**src/rtl/enemy_kill_serializer_pkg.sv**
```systemverilog
// Shared fly/enemy game definitions: slot count, coordinate width, index width,
// serializer state encoding and flat-bus packing helper.
package enemy_kill_serializer_pkg;

  localparam int N_ENEMY_DEF = 17;
  localparam int COORD_W_DEF = 10;
  localparam int CNT_W_DEF   = 8;
  localparam int IDX_W       = 5;

  typedef enum logic {
    S_IDLE  = 1'b0,
    S_OFFER = 1'b1
  } ser_state_e;

  // Low bit of slot i inside a flat bus packed as [i*w +: w].
  function automatic int slot_lo(input int i, input int w);
    return i * w;
  endfunction

endpackage

```
**src/rtl/enemy_kill_serializer_if.sv**
```systemverilog
// Kill-event handshake between the serializer (master) and the fly controller (slave).
interface enemy_kill_serializer_if
  import enemy_kill_serializer_pkg::*;
#(
  parameter int COORD_W = COORD_W_DEF
);
  logic               kill_valid;
  logic               kill_ready;
  logic [IDX_W-1:0]   kill_idx;
  logic [COORD_W-1:0] kill_x;
  logic [COORD_W-1:0] kill_y;

  modport master (
    output kill_valid, kill_idx, kill_x, kill_y,
    input  kill_ready
  );

  modport slave (
    input  kill_valid, kill_idx, kill_x, kill_y,
    output kill_ready
  );
endinterface

```
**src/rtl/enemy_kill_serializer_lsb_priority_enc.sv**
```systemverilog
// Combinational lowest-set-bit encoder: index of the lowest asserted bit plus a found flag.
module lsb_priority_enc #(
  parameter int N     = 17,
  parameter int IDX_W = 5
) (
  input  logic [N-1:0]     vec,
  output logic [IDX_W-1:0] idx,
  output logic             found
);

  // Scan downward so the lowest set bit is the last one written.
  always_comb begin
    idx   = '0;
    found = 1'b0;
    for (int i = N - 1; i >= 0; i--) begin
      if (vec[i]) begin
        idx   = IDX_W'(i);
        found = 1'b1;
      end
    end
  end

endmodule

```
**src/rtl/enemy_kill_serializer.sv**
```systemverilog
// Latches per-slot enemy hits and offers them one at a time, lowest slot first,
// to the fly controller over a valid/ready handshake.
//
//   state   | meaning
//   S_IDLE  | no event offered; waits for a registered pending bit
//   S_OFFER | kill_valid high; idx/x/y held until kill_ready
module enemy_kill_serializer
  import enemy_kill_serializer_pkg::*;
#(
  parameter int N_ENEMY = N_ENEMY_DEF,
  parameter int COORD_W = COORD_W_DEF,
  parameter int CNT_W   = CNT_W_DEF
) (
  input  logic                       clk,
  input  logic                       rst,
  input  logic [N_ENEMY-1:0]         enemy_hit_flat,
  input  logic [N_ENEMY-1:0]         enemy_alive_flat,
  input  logic [N_ENEMY*COORD_W-1:0] enemy_x_flat,
  input  logic [N_ENEMY*COORD_W-1:0] enemy_y_flat,
  enemy_kill_serializer_if.master    kill,
  output logic [N_ENEMY-1:0]         pending_flat,
  output logic [CNT_W-1:0]           kill_count
);

  localparam logic [CNT_W-1:0] CNT_MAX = {CNT_W{1'b1}};

  ser_state_e         state;
  logic [N_ENEMY-1:0] hit_q;
  logic [N_ENEMY-1:0] accept_mask;
  logic [N_ENEMY-1:0] pending_nxt;
  logic [N_ENEMY-1:0] sel_vec;
  logic [IDX_W-1:0]   sel_idx;
  logic               sel_found;
  logic [COORD_W-1:0] sel_x;
  logic [COORD_W-1:0] sel_y;
  logic               accept;

  assign hit_q       = enemy_hit_flat & enemy_alive_flat;
  assign accept      = (state == S_OFFER) && kill.kill_ready;
  assign accept_mask = accept ? (N_ENEMY'(1) << kill.kill_idx) : '0;
  // Clearing after the OR merges a same-cycle re-hit of the accepted slot.
  assign pending_nxt = (pending_flat | hit_q) & ~accept_mask;

  // IDLE picks from registered pending only; OFFER chains straight from pending_nxt.
  assign sel_vec = (state == S_OFFER) ? pending_nxt : pending_flat;

  lsb_priority_enc #(
    .N     (N_ENEMY),
    .IDX_W (IDX_W)
  ) u_enc (
    .vec   (sel_vec),
    .idx   (sel_idx),
    .found (sel_found)
  );

  always_comb begin
    sel_x = '0;
    sel_y = '0;
    for (int i = 0; i < N_ENEMY; i++) begin
      if (sel_idx == IDX_W'(i)) begin
        sel_x = enemy_x_flat[slot_lo(i, COORD_W) +: COORD_W];
        sel_y = enemy_y_flat[slot_lo(i, COORD_W) +: COORD_W];
      end
    end
  end

  always_ff @(posedge clk) begin
    if (rst) begin
      state           <= S_IDLE;
      kill.kill_valid <= 1'b0;
      kill.kill_idx   <= '0;
      kill.kill_x     <= '0;
      kill.kill_y     <= '0;
      pending_flat    <= '0;
      kill_count      <= '0;
    end else begin
      pending_flat <= pending_nxt;
      case (state)
        S_IDLE: begin
          if (sel_found) begin
            state           <= S_OFFER;
            kill.kill_valid <= 1'b1;
            kill.kill_idx   <= sel_idx;
            kill.kill_x     <= sel_x;
            kill.kill_y     <= sel_y;
          end
        end
        S_OFFER: begin
          if (kill.kill_ready) begin
            if (kill_count != CNT_MAX) kill_count <= kill_count + 1'b1;
            if (sel_found) begin
              kill.kill_idx <= sel_idx;
              kill.kill_x   <= sel_x;
              kill.kill_y   <= sel_y;
            end else begin
              state           <= S_IDLE;
              kill.kill_valid <= 1'b0;
            end
          end
        end
        default: begin
          state           <= S_IDLE;
          kill.kill_valid <= 1'b0;
        end
      endcase
    end
  end

endmodule

```
**src/flat_wrapper.sv**
```systemverilog
// flat-port wrapper written by rule: the top's interface ports become plain ports
module enemy_kill_serializer_flat import enemy_kill_serializer_pkg::*;
#(
  parameter int N_ENEMY = N_ENEMY_DEF,
  parameter int COORD_W = COORD_W_DEF,
  parameter int CNT_W   = CNT_W_DEF
)
  (clk, rst, enemy_hit_flat, enemy_alive_flat, enemy_x_flat, enemy_y_flat, pending_flat, kill_count, kill_kill_valid, kill_kill_idx, kill_kill_x, kill_kill_y, kill_kill_ready);
  enemy_kill_serializer_if #(.COORD_W(COORD_W)) kill_i ();
  input  logic clk;
  input  logic rst;
  input  logic [N_ENEMY-1:0] enemy_hit_flat;
  input  logic [N_ENEMY-1:0] enemy_alive_flat;
  input  logic [N_ENEMY*COORD_W-1:0] enemy_x_flat;
  input  logic [N_ENEMY*COORD_W-1:0] enemy_y_flat;
  output logic [N_ENEMY-1:0] pending_flat;
  output logic [CNT_W-1:0] kill_count;
  output wire logic [$bits(kill_i.kill_valid)-1:0] kill_kill_valid;
  output wire logic [$bits(kill_i.kill_idx)-1:0] kill_kill_idx;
  output wire logic [$bits(kill_i.kill_x)-1:0] kill_kill_x;
  output wire logic [$bits(kill_i.kill_y)-1:0] kill_kill_y;
  input wire logic [$bits(kill_i.kill_ready)-1:0] kill_kill_ready;
  assign kill_kill_valid = kill_i.kill_valid;
  assign kill_kill_idx = kill_i.kill_idx;
  assign kill_kill_x = kill_i.kill_x;
  assign kill_kill_y = kill_i.kill_y;
  assign kill_i.kill_ready = kill_kill_ready;
  enemy_kill_serializer #(.N_ENEMY(N_ENEMY), .COORD_W(COORD_W), .CNT_W(CNT_W)) u_core (.clk(clk), .rst(rst), .enemy_hit_flat(enemy_hit_flat), .enemy_alive_flat(enemy_alive_flat), .enemy_x_flat(enemy_x_flat), .enemy_y_flat(enemy_y_flat), .kill(kill_i), .pending_flat(pending_flat), .kill_count(kill_count));
endmodule
```
**config.mk**
```make
export PLATFORM = sky130hd
export DESIGN_NAME = enemy_kill_serializer_flat
export DESIGN_NICKNAME = d
export VERILOG_FILES = /design/src/rtl/enemy_kill_serializer_pkg.sv /design/src/rtl/enemy_kill_serializer_if.sv /design/src/rtl/enemy_kill_serializer_lsb_priority_enc.sv /design/src/rtl/enemy_kill_serializer.sv /design/src/flat_wrapper.sv
export SDC_FILE = /design/constraint.sdc
export NUM_CORES = 1
export LEC_CHECK = 0
export CORE_AREA = 2 2 164 166
export DETAILED_ROUTE_END_ITERATION = 8
export DIE_AREA = 0 0 166 168
export PLACE_DENSITY = 0.54
export SYNTH_ARGS = -nofsm -noshare
export SYNTH_HDL_FRONTEND = slang
export SYNTH_SLANG_ARGS = --single-unit
```
**constraint.sdc**
```tcl
create_clock -name clk -period 4.8 [get_ports clk]
set_input_delay 0.48 -clock clk [delete_from_list [all_inputs] [get_ports clk]]
set_output_delay 0.48 -clock clk [all_outputs]
set_load 0.03 [all_outputs]
```
[Yosys cells after proc, flatten, opt, wreduce, memory -nomap -nowiden]
Cells that the tools add are included.
Cells by class
  eq/ne operators: 20
  shift-type cells: 1
  reduce and logical (&&, ||, !) cells: 4
  add/subtract/negate cells: 1
  bitwise operators: 5
  multiplexer cells: 86
Operators by type and width (count)
  $mux 10: 38
  $mux 5: 19
  $eq 5x4->1 const B: 8
  $pmux 10 s2: 2
  $and 17x17->17: 2
  $mux 17: 2
  $mux 1: 22
  $eq 5x3->1 const B: 4
  $not 17->17: 1
  $or 17x17->17: 1
  $shl 1x5->17 const A: 1
  $eq 5x2->1 const B: 2
  $pmux 5 s2: 1
  $add 8x1->8 const B: 1
  $ne 8x8->1 const B: 1
  $reduce_and 3->1: 2
  $eq 5x1->1 const B: 1
  $eq 5x5->1 const B: 1
  $logic_not 5->1: 1
  $ne 2x2->1 const B: 2
  $pmux 1 s2: 2
  $ne 2x1->1 const B: 1
  $logic_and 1x1->1: 1
  $not 1->1: 1
Word-level totals
  register bits after elaboration: 52
  input port bits: 377

[Depth between registers and ports, before layout]
  word-level depth: 43
  mapped depth: 15

[By module]
Synthesis repeated with hierarchy kept, for this count alone.
Unflattened totals
  cells, all modules: 832
  area total of the unflattened synthesis: 5644.2 sq um
By module, submodules not included
  enemy_kill_serializer: area each 5454.0 sq um, cells an instance 797, times used 1
  lsb_priority_enc: area each 190.2 sq um, cells an instance 35, times used 1

[Least setup slack after synthesis]
Ideal clock, no wire load.
  path kind: register to register
  start: register u_core.kill.kill_idx[4]
  end: register u_core.kill.kill_x[4]
  library setup time: 127 ps
  path buffers: 3
  arrival time: 3022 ps
  path slack: 1650 ps
  cell stages (with the launch flop): 14
  period minus slack after synthesis: 3150 ps
  path through: dfxtp_1 -> and4b_1 -> buf_6 -> a41oi_1 -> o21ai_1 -> a221oi_2 -> o221ai_2 -> buf_6 -> o21ai_4 -> buf_6 -> mux2_1 -> a221oi_1 -> o221ai_1 -> o2bb2ai_1
Between the ends
  cells in the longest elaborated chain, start to end: 43
RTL lines
  start: declaration: RTL line enemy_kill_serializer_if.sv:14  | output kill_valid, kill_idx, kill_x, kill_y,
  start signal: assignment: RTL line enemy_kill_serializer.sv:83  | kill.kill_idx <= sel_idx;
  start signal: assignment: RTL line enemy_kill_serializer.sv:92  | kill.kill_idx <= sel_idx;
  $shl 1x5->17 (*): RTL line enemy_kill_serializer.sv:40  | assign accept_mask = accept ? (N_ENEMY'(1) << kill.kill_idx) : '0;
  $mux 17 (*): RTL line enemy_kill_serializer.sv:40
  $not 17->17 (*): RTL line enemy_kill_serializer.sv:42  | assign pending_nxt = (pending_flat | hit_q) & ~accept_mask;
  $and 17x17->17 (*): RTL line enemy_kill_serializer.sv:42
  $mux 17 (*): RTL line enemy_kill_serializer.sv:45  | assign sel_vec = (state == S_OFFER) ? pending_nxt : pending_flat;
  $mux 5 (17 in series): RTL line enemy_kill_serializer_lsb_priority_enc.sv:16  | if (vec[i]) begin
  $logic_not 5->1: RTL line enemy_kill_serializer.sv:60  | if (sel_idx == IDX_W'(i)) begin
  $mux 10 (17 in series): RTL line enemy_kill_serializer.sv:60
  $mux 10 (*): RTL line enemy_kill_serializer.sv:80, enemy_kill_serializer.sv:91
  $mux 10: RTL line enemy_kill_serializer.sv:89  | if (kill.kill_ready) begin
  $pmux 10 s2 (*): RTL line enemy_kill_serializer.sv:78  | case (state)
  end signal: assignment: RTL line enemy_kill_serializer.sv:84  | kill.kill_x <= sel_x;
  end signal: assignment: RTL line enemy_kill_serializer.sv:93  | kill.kill_x <= sel_x;
  end: declaration: RTL line enemy_kill_serializer_if.sv:14
Mark *: on every way between the ends. The rest lies on a longest branch, timed or not. The select of a mux whose other input is x is not followed.
A chain may end at the register's enable or synchronous reset.

[Worst setup path in the final report]
  start: register u_core.state
  end: register u_core.kill.kill_x[4]
Between the ends
  cells in the longest elaborated chain, start to end: 43
RTL lines
  start: declaration: RTL line enemy_kill_serializer.sv:27  | ser_state_e state;
  start signal: assignment: RTL line enemy_kill_serializer.sv:69  | state <= S_IDLE;
  start signal: assignment: RTL line enemy_kill_serializer.sv:81  | state <= S_OFFER;
  start signal: assignment: RTL line enemy_kill_serializer.sv:96  | state <= S_IDLE;
  $logic_and 1x1->1: RTL line enemy_kill_serializer.sv:39  | assign accept = (state == S_OFFER) && kill.kill_ready;
  $mux 17: RTL line enemy_kill_serializer.sv:40
  $not 17->17: RTL line enemy_kill_serializer.sv:42
  $and 17x17->17: RTL line enemy_kill_serializer.sv:42
  $mux 17: RTL line enemy_kill_serializer.sv:45
  $mux 5 (17 in series): RTL line enemy_kill_serializer_lsb_priority_enc.sv:16
  $logic_not 5->1: RTL line enemy_kill_serializer.sv:60
  $mux 10 (17 in series): RTL line enemy_kill_serializer.sv:60
  $mux 10: RTL line enemy_kill_serializer.sv:80, enemy_kill_serializer.sv:91
  $mux 10: RTL line enemy_kill_serializer.sv:89
  $pmux 10 s2: RTL line enemy_kill_serializer.sv:78
Several ways; a longest one is shown, not always the timed one. The select of a mux whose other input is x is not followed.

==> run summary <==
The run finished with clean final reports. Setup repair after global routing left no endpoint under its margin. The clock latency of the later-clocked register in the worst-skew pair is 0.30 ns. The first global-routing pass estimated 57.2 mm of wire. Data on the critical path is required at its endpoint by 4.97 ns. The number of buffers inserted by port buffering came out at 427. At the end of routability-driven placement, the weighted congestion stood at 0.933.

STA classifies the critical path endpoint as a register. The share of flip-flops with an asynchronous set or reset is 0. STA puts the critical path data arrival time at 4.64 ns.

The remaining antenna violation count came out at 0. For this design the total switching power over the nets is 1.10 mW. Summed over all instances, the cell type with the most area after synthesis is sky130_fd_sc_hd__dfxtp_1.

After technology mapping, the gate count stands at 814. The proportion of netlist area held by the largest area contributor came out at 0.175. In this run the worst path has a maximum fanout of 19. The total leakage power is 3.93 nW. The sequential group share of total power is 0.209. The netlist area before placement came out at 5930 sq um.

After floorplanning, the core was sized to cover 26400 sq um. The internal power contribution is 1.41 mW. The area of the die came out at 27900 sq um.

The count of cells resized by post-cts repair is 0. The prevailing post-synth register cell is sky130_fd_sc_hd__dfxtp_1. The count of final hold-check violations came out at 0. The total count of max-transition violations in the final report is 0. The worst-margin pin slew is 0.941 ns. The hold buffer count at cts is 0. The number of remaining DRC errors is 0. The final clock period utilization by the worst path came out at 0.930. The iteration-0 DRC count of the detailed router is 689. The clock net in this run drives a total of 52 sinks. The clock slew at the register clock pins of the worst setup and hold paths is 0.08 ns. The aggregate global routing overflow is 0. The synthesized design contains 52 register bits. The die boundary height came out at 168 microns. The worst vdd rail ir drop is 0.138 mV. The number of setup buffers added after CTS came out at 0. The number of top-level pins is 428. The share of the Yosys chip area taken by registers is 0.175.

The power density over the cells is 230 nW/um^2. The via count of the first global-routing pass is 8812. The worst slew margin relative to its limit came out at 0.370. In the global route stage, overall resource usage came out at 0.270. A synthesized cell averages 7.29 sq um. The relative contribution of combinational cells to total power is 0.636.

Setup violations remaining at the end of the flow were counted as 0. Clock skew on the completed layout was measured at 0.00922 ns. The maximum root-to-sink buffer count is 2.

For this block, the via count after detailed routing is 8765. The number of flops mapped to enable cells by yosys is 0. Adding up every negative setup slack in the final design gives 0 ns. The pin count of the biggest net entering global routing is 53. The path class of the tightest hold or removal check is register to register. The clock share of power came out at 0.156.

STA classifies the critical path startpoint as a register. Of the total power, the share spent switching nets is 0.438. The finished cells cover 10900 sq um.

The initial antenna violation count is 7. The root buffer cell chosen for the clock tree is sky130_fd_sc_hd__clkbuf_16. The number of distinct library cell variants in the gate-level netlist after synthesis is 88. Using the TritonRoute via totals, the vias-per-cell ratio works out to 5.53. The site row count came out at 60.

TritonCTS built the clock tree. Counting I/O delays and the setup requirement, the final critical path takes 4.47 ns. The total CTS buffers is 5.

The number of detailed-routing iterations run before antenna repair is 5. The upper clock frequency limit came out at 224 MHz. The fraction of final layout cells sized beyond drive strength 1 is 0.0858.

Detailed placement finished with a half-perimeter wire length of 33.3 mm. The horizontal extent of the die came out at 166 microns. The initial cell density of the core came out at 0.225. The count of filler cells inserted in the layout came out at 2708.

The wire length reported by the detailed router is 40.5 mm. The area of placed instances came out at 10700 sq um. Dividing the detail-routed wire length by the instance count gives 25.5 microns.

The final net count came out at 1613. The number of nets in the synthesized netlist is 1192. The area growth from synthesis to final layout came out at 83.4%. The warning count from the yosys run came out at 0. The CTS H-tree depth came out at 2. The critical path is of the register to register type. The reported max-cap violation count is 0.

By area the synthesized netlist is led by sky130_fd_sc_hd__dfxtp_1 18%, sky130_fd_sc_hd__a21oi_1 7.1%, sky130_fd_sc_hd__nor2_1 5.2%, sky130_fd_sc_hd__nand2_1 4.7%, sky130_fd_sc_hd__mux2i_1 4.7%.
cell type report:
type | instances | area [sq um] | area share
tap | 341 | 427 | 0.0392
clock buffer | 5 | 125 | 0.0115
timing repair buffer | 479 | 4680 | 0.430
multi-input combinational | 689 | 4530 | 0.416
antenna | 7 | 17.5 | 0.00161
sequential | 52 | 1040 | 0.0957
inverter | 8 | 30.0 | 0.00276
clock inverter | 3 | 25.0 | 0.00230
cells in the final DEF, fill, tap and decap left out, types with 9 or more instances in the layout:
master,Yosys,routed
sky130_fd_sc_hd__clkdlybuf4s50_1,0,426
sky130_fd_sc_hd__mux2_2,9,9
sky130_fd_sc_hd__a211oi_1,32,32
sky130_fd_sc_hd__dfxtp_1,52,52
sky130_fd_sc_hd__nand3_1,12,12
sky130_fd_sc_hd__o21ai_1,9,9
sky130_fd_sc_hd__buf_4,8,50
sky130_fd_sc_hd__nor3_1,25,23
sky130_fd_sc_hd__or3_1,9,9
sky130_fd_sc_hd__o21ai_0,37,37
sky130_fd_sc_hd__a221o_1,9,9
sky130_fd_sc_hd__a221oi_1,18,18
sky130_fd_sc_hd__o221ai_1,23,23
sky130_fd_sc_hd__a311oi_1,10,10
sky130_fd_sc_hd__and3_1,11,11
sky130_fd_sc_hd__a21oi_1,84,84
sky130_fd_sc_hd__o211ai_1,16,16
sky130_fd_sc_hd__nand2_1,75,75
sky130_fd_sc_hd__nor2_1,82,82
sky130_fd_sc_hd__o22ai_1,27,27
sky130_fd_sc_hd__a31oi_1,28,28
sky130_fd_sc_hd__mux2i_1,28,28
power by group through the flow:
| stage | Combinational, mW | Clock (mW) | Sequential [mW] |
|---|---|---|---|
| floorplan | 0.659 | 0 | 0.619 |
| global placement | 1.57 | 0 | 0.530 |
| detailed placement | 1.57 | 0 | 0.531 |
| CTS | 1.58 | 0.399 | 0.521 |
| global route | 1.67 | 0.408 | 0.527 |
| finish | 1.59 | 0.390 | 0.522 |
synth_stat cells, types with 8 or more instances:
cell / instances
sky130_fd_sc_hd__a211oi_1: 32
sky130_fd_sc_hd__a21oi_1: 84
sky130_fd_sc_hd__a221o_1: 9
sky130_fd_sc_hd__a221oi_1: 18
sky130_fd_sc_hd__a311oi_1: 10
sky130_fd_sc_hd__a31oi_1: 28
sky130_fd_sc_hd__and3_1: 11
sky130_fd_sc_hd__buf_2: 22
sky130_fd_sc_hd__buf_4: 8
sky130_fd_sc_hd__clkbuf_1: 25
sky130_fd_sc_hd__dfxtp_1: 52
sky130_fd_sc_hd__mux2_2: 9
sky130_fd_sc_hd__mux2i_1: 28
sky130_fd_sc_hd__nand2_1: 75
sky130_fd_sc_hd__nand3_1: 12
sky130_fd_sc_hd__nor2_1: 82
sky130_fd_sc_hd__nor3_1: 25
sky130_fd_sc_hd__o211ai_1: 16
sky130_fd_sc_hd__o21a_1: 8
sky130_fd_sc_hd__o21ai_0: 37
sky130_fd_sc_hd__o21ai_1: 9
sky130_fd_sc_hd__o221ai_1: 23
sky130_fd_sc_hd__o22ai_1: 27
sky130_fd_sc_hd__or3_1: 9
final timing paths:
check | from | endpoint | slack [ns] | depth (start not counted)
min reg2reg | u_core.kill.kill_y[1] | u_core.kill.kill_y[1] | 0.50 | 2
max | u_core.state | u_core.kill.kill_x[4] | 0.33 | 10
min | u_core.kill.kill_y[1] | u_core.kill.kill_y[1] | 0.50 | 2
max reg2reg | u_core.state | u_core.kill.kill_x[4] | 0.33 | 10
routing by layer:
layer,GRT usage,vias up,share of wire
li1,-,4098,-
met1,0.332,4173,0.41
met2,0.481,443,0.49
met3,0.0456,51,0.071
met4,0.0839,0,0.026
met5,0,-,0
state kept, by name, indices dropped and copies added (netlist names):
| register | flops |
|---|---|
| u_core.kill_count | 8 |
| u_core.state | 1 |
| u_core.kill.kill_valid | 1 |
| u_core.kill.kill_x | 10 |
| u_core.kill.kill_idx | 5 |
| u_core.pending_flat | 17 |
| u_core.kill.kill_y | 10 |
worst max-delay path, stage by stage (launching register included):
cell and delay (ns):
sky130_fd_sc_hd__dfxtp_1 0.79, sky130_fd_sc_hd__and4bb_1 0.49, sky130_fd_sc_hd__a21oi_2 0.13, sky130_fd_sc_hd__nor4_1 0.49, sky130_fd_sc_hd__nand2b_1 0.20, sky130_fd_sc_hd__o221ai_4 0.28
sky130_fd_sc_hd__o21a_2 0.49, sky130_fd_sc_hd__nor2_1 0.26, sky130_fd_sc_hd__a221oi_1 0.57, sky130_fd_sc_hd__o221ai_1 0.41, sky130_fd_sc_hd__o2bb2ai_1 0.23
metrics by stage:
step / utilization / setup WS [ns] / std cells / hold slack [ns] / total power [mW]
2_1_floorplan: - / 1.65 / 814 / 0.568 / 1.28
3_3_place_gp: 0.407 / 0.186 / 1569 / 0.477 / 2.10
3_5_place_dp: 0.407 / 0.140 / 1569 / 0.480 / 2.10
4_1_cts: 0.412 / 0.346 / 1577 / 0.490 / 2.50
5_1_grt: 0.413 / 0.0150 / 1582 / 0.532 / 2.60
6_report: 0.413 / 0.334 / 1584 / 0.497 / 2.50
logic make-up (layout without fill, tap and decap cells):
logic type      Yosys count  after routing  synth area share
flops                    52             52             0.175
mux                      44             44            0.0776
simple gates            256            256             0.211
compound gates          381            381             0.459
fa+ha+maj                 1              1           0.00211
buf+inv                  73            495            0.0647
xor+xnor                  7              7            0.0103
other cells               0              7                 0
(Power assumes the default switching activity.)
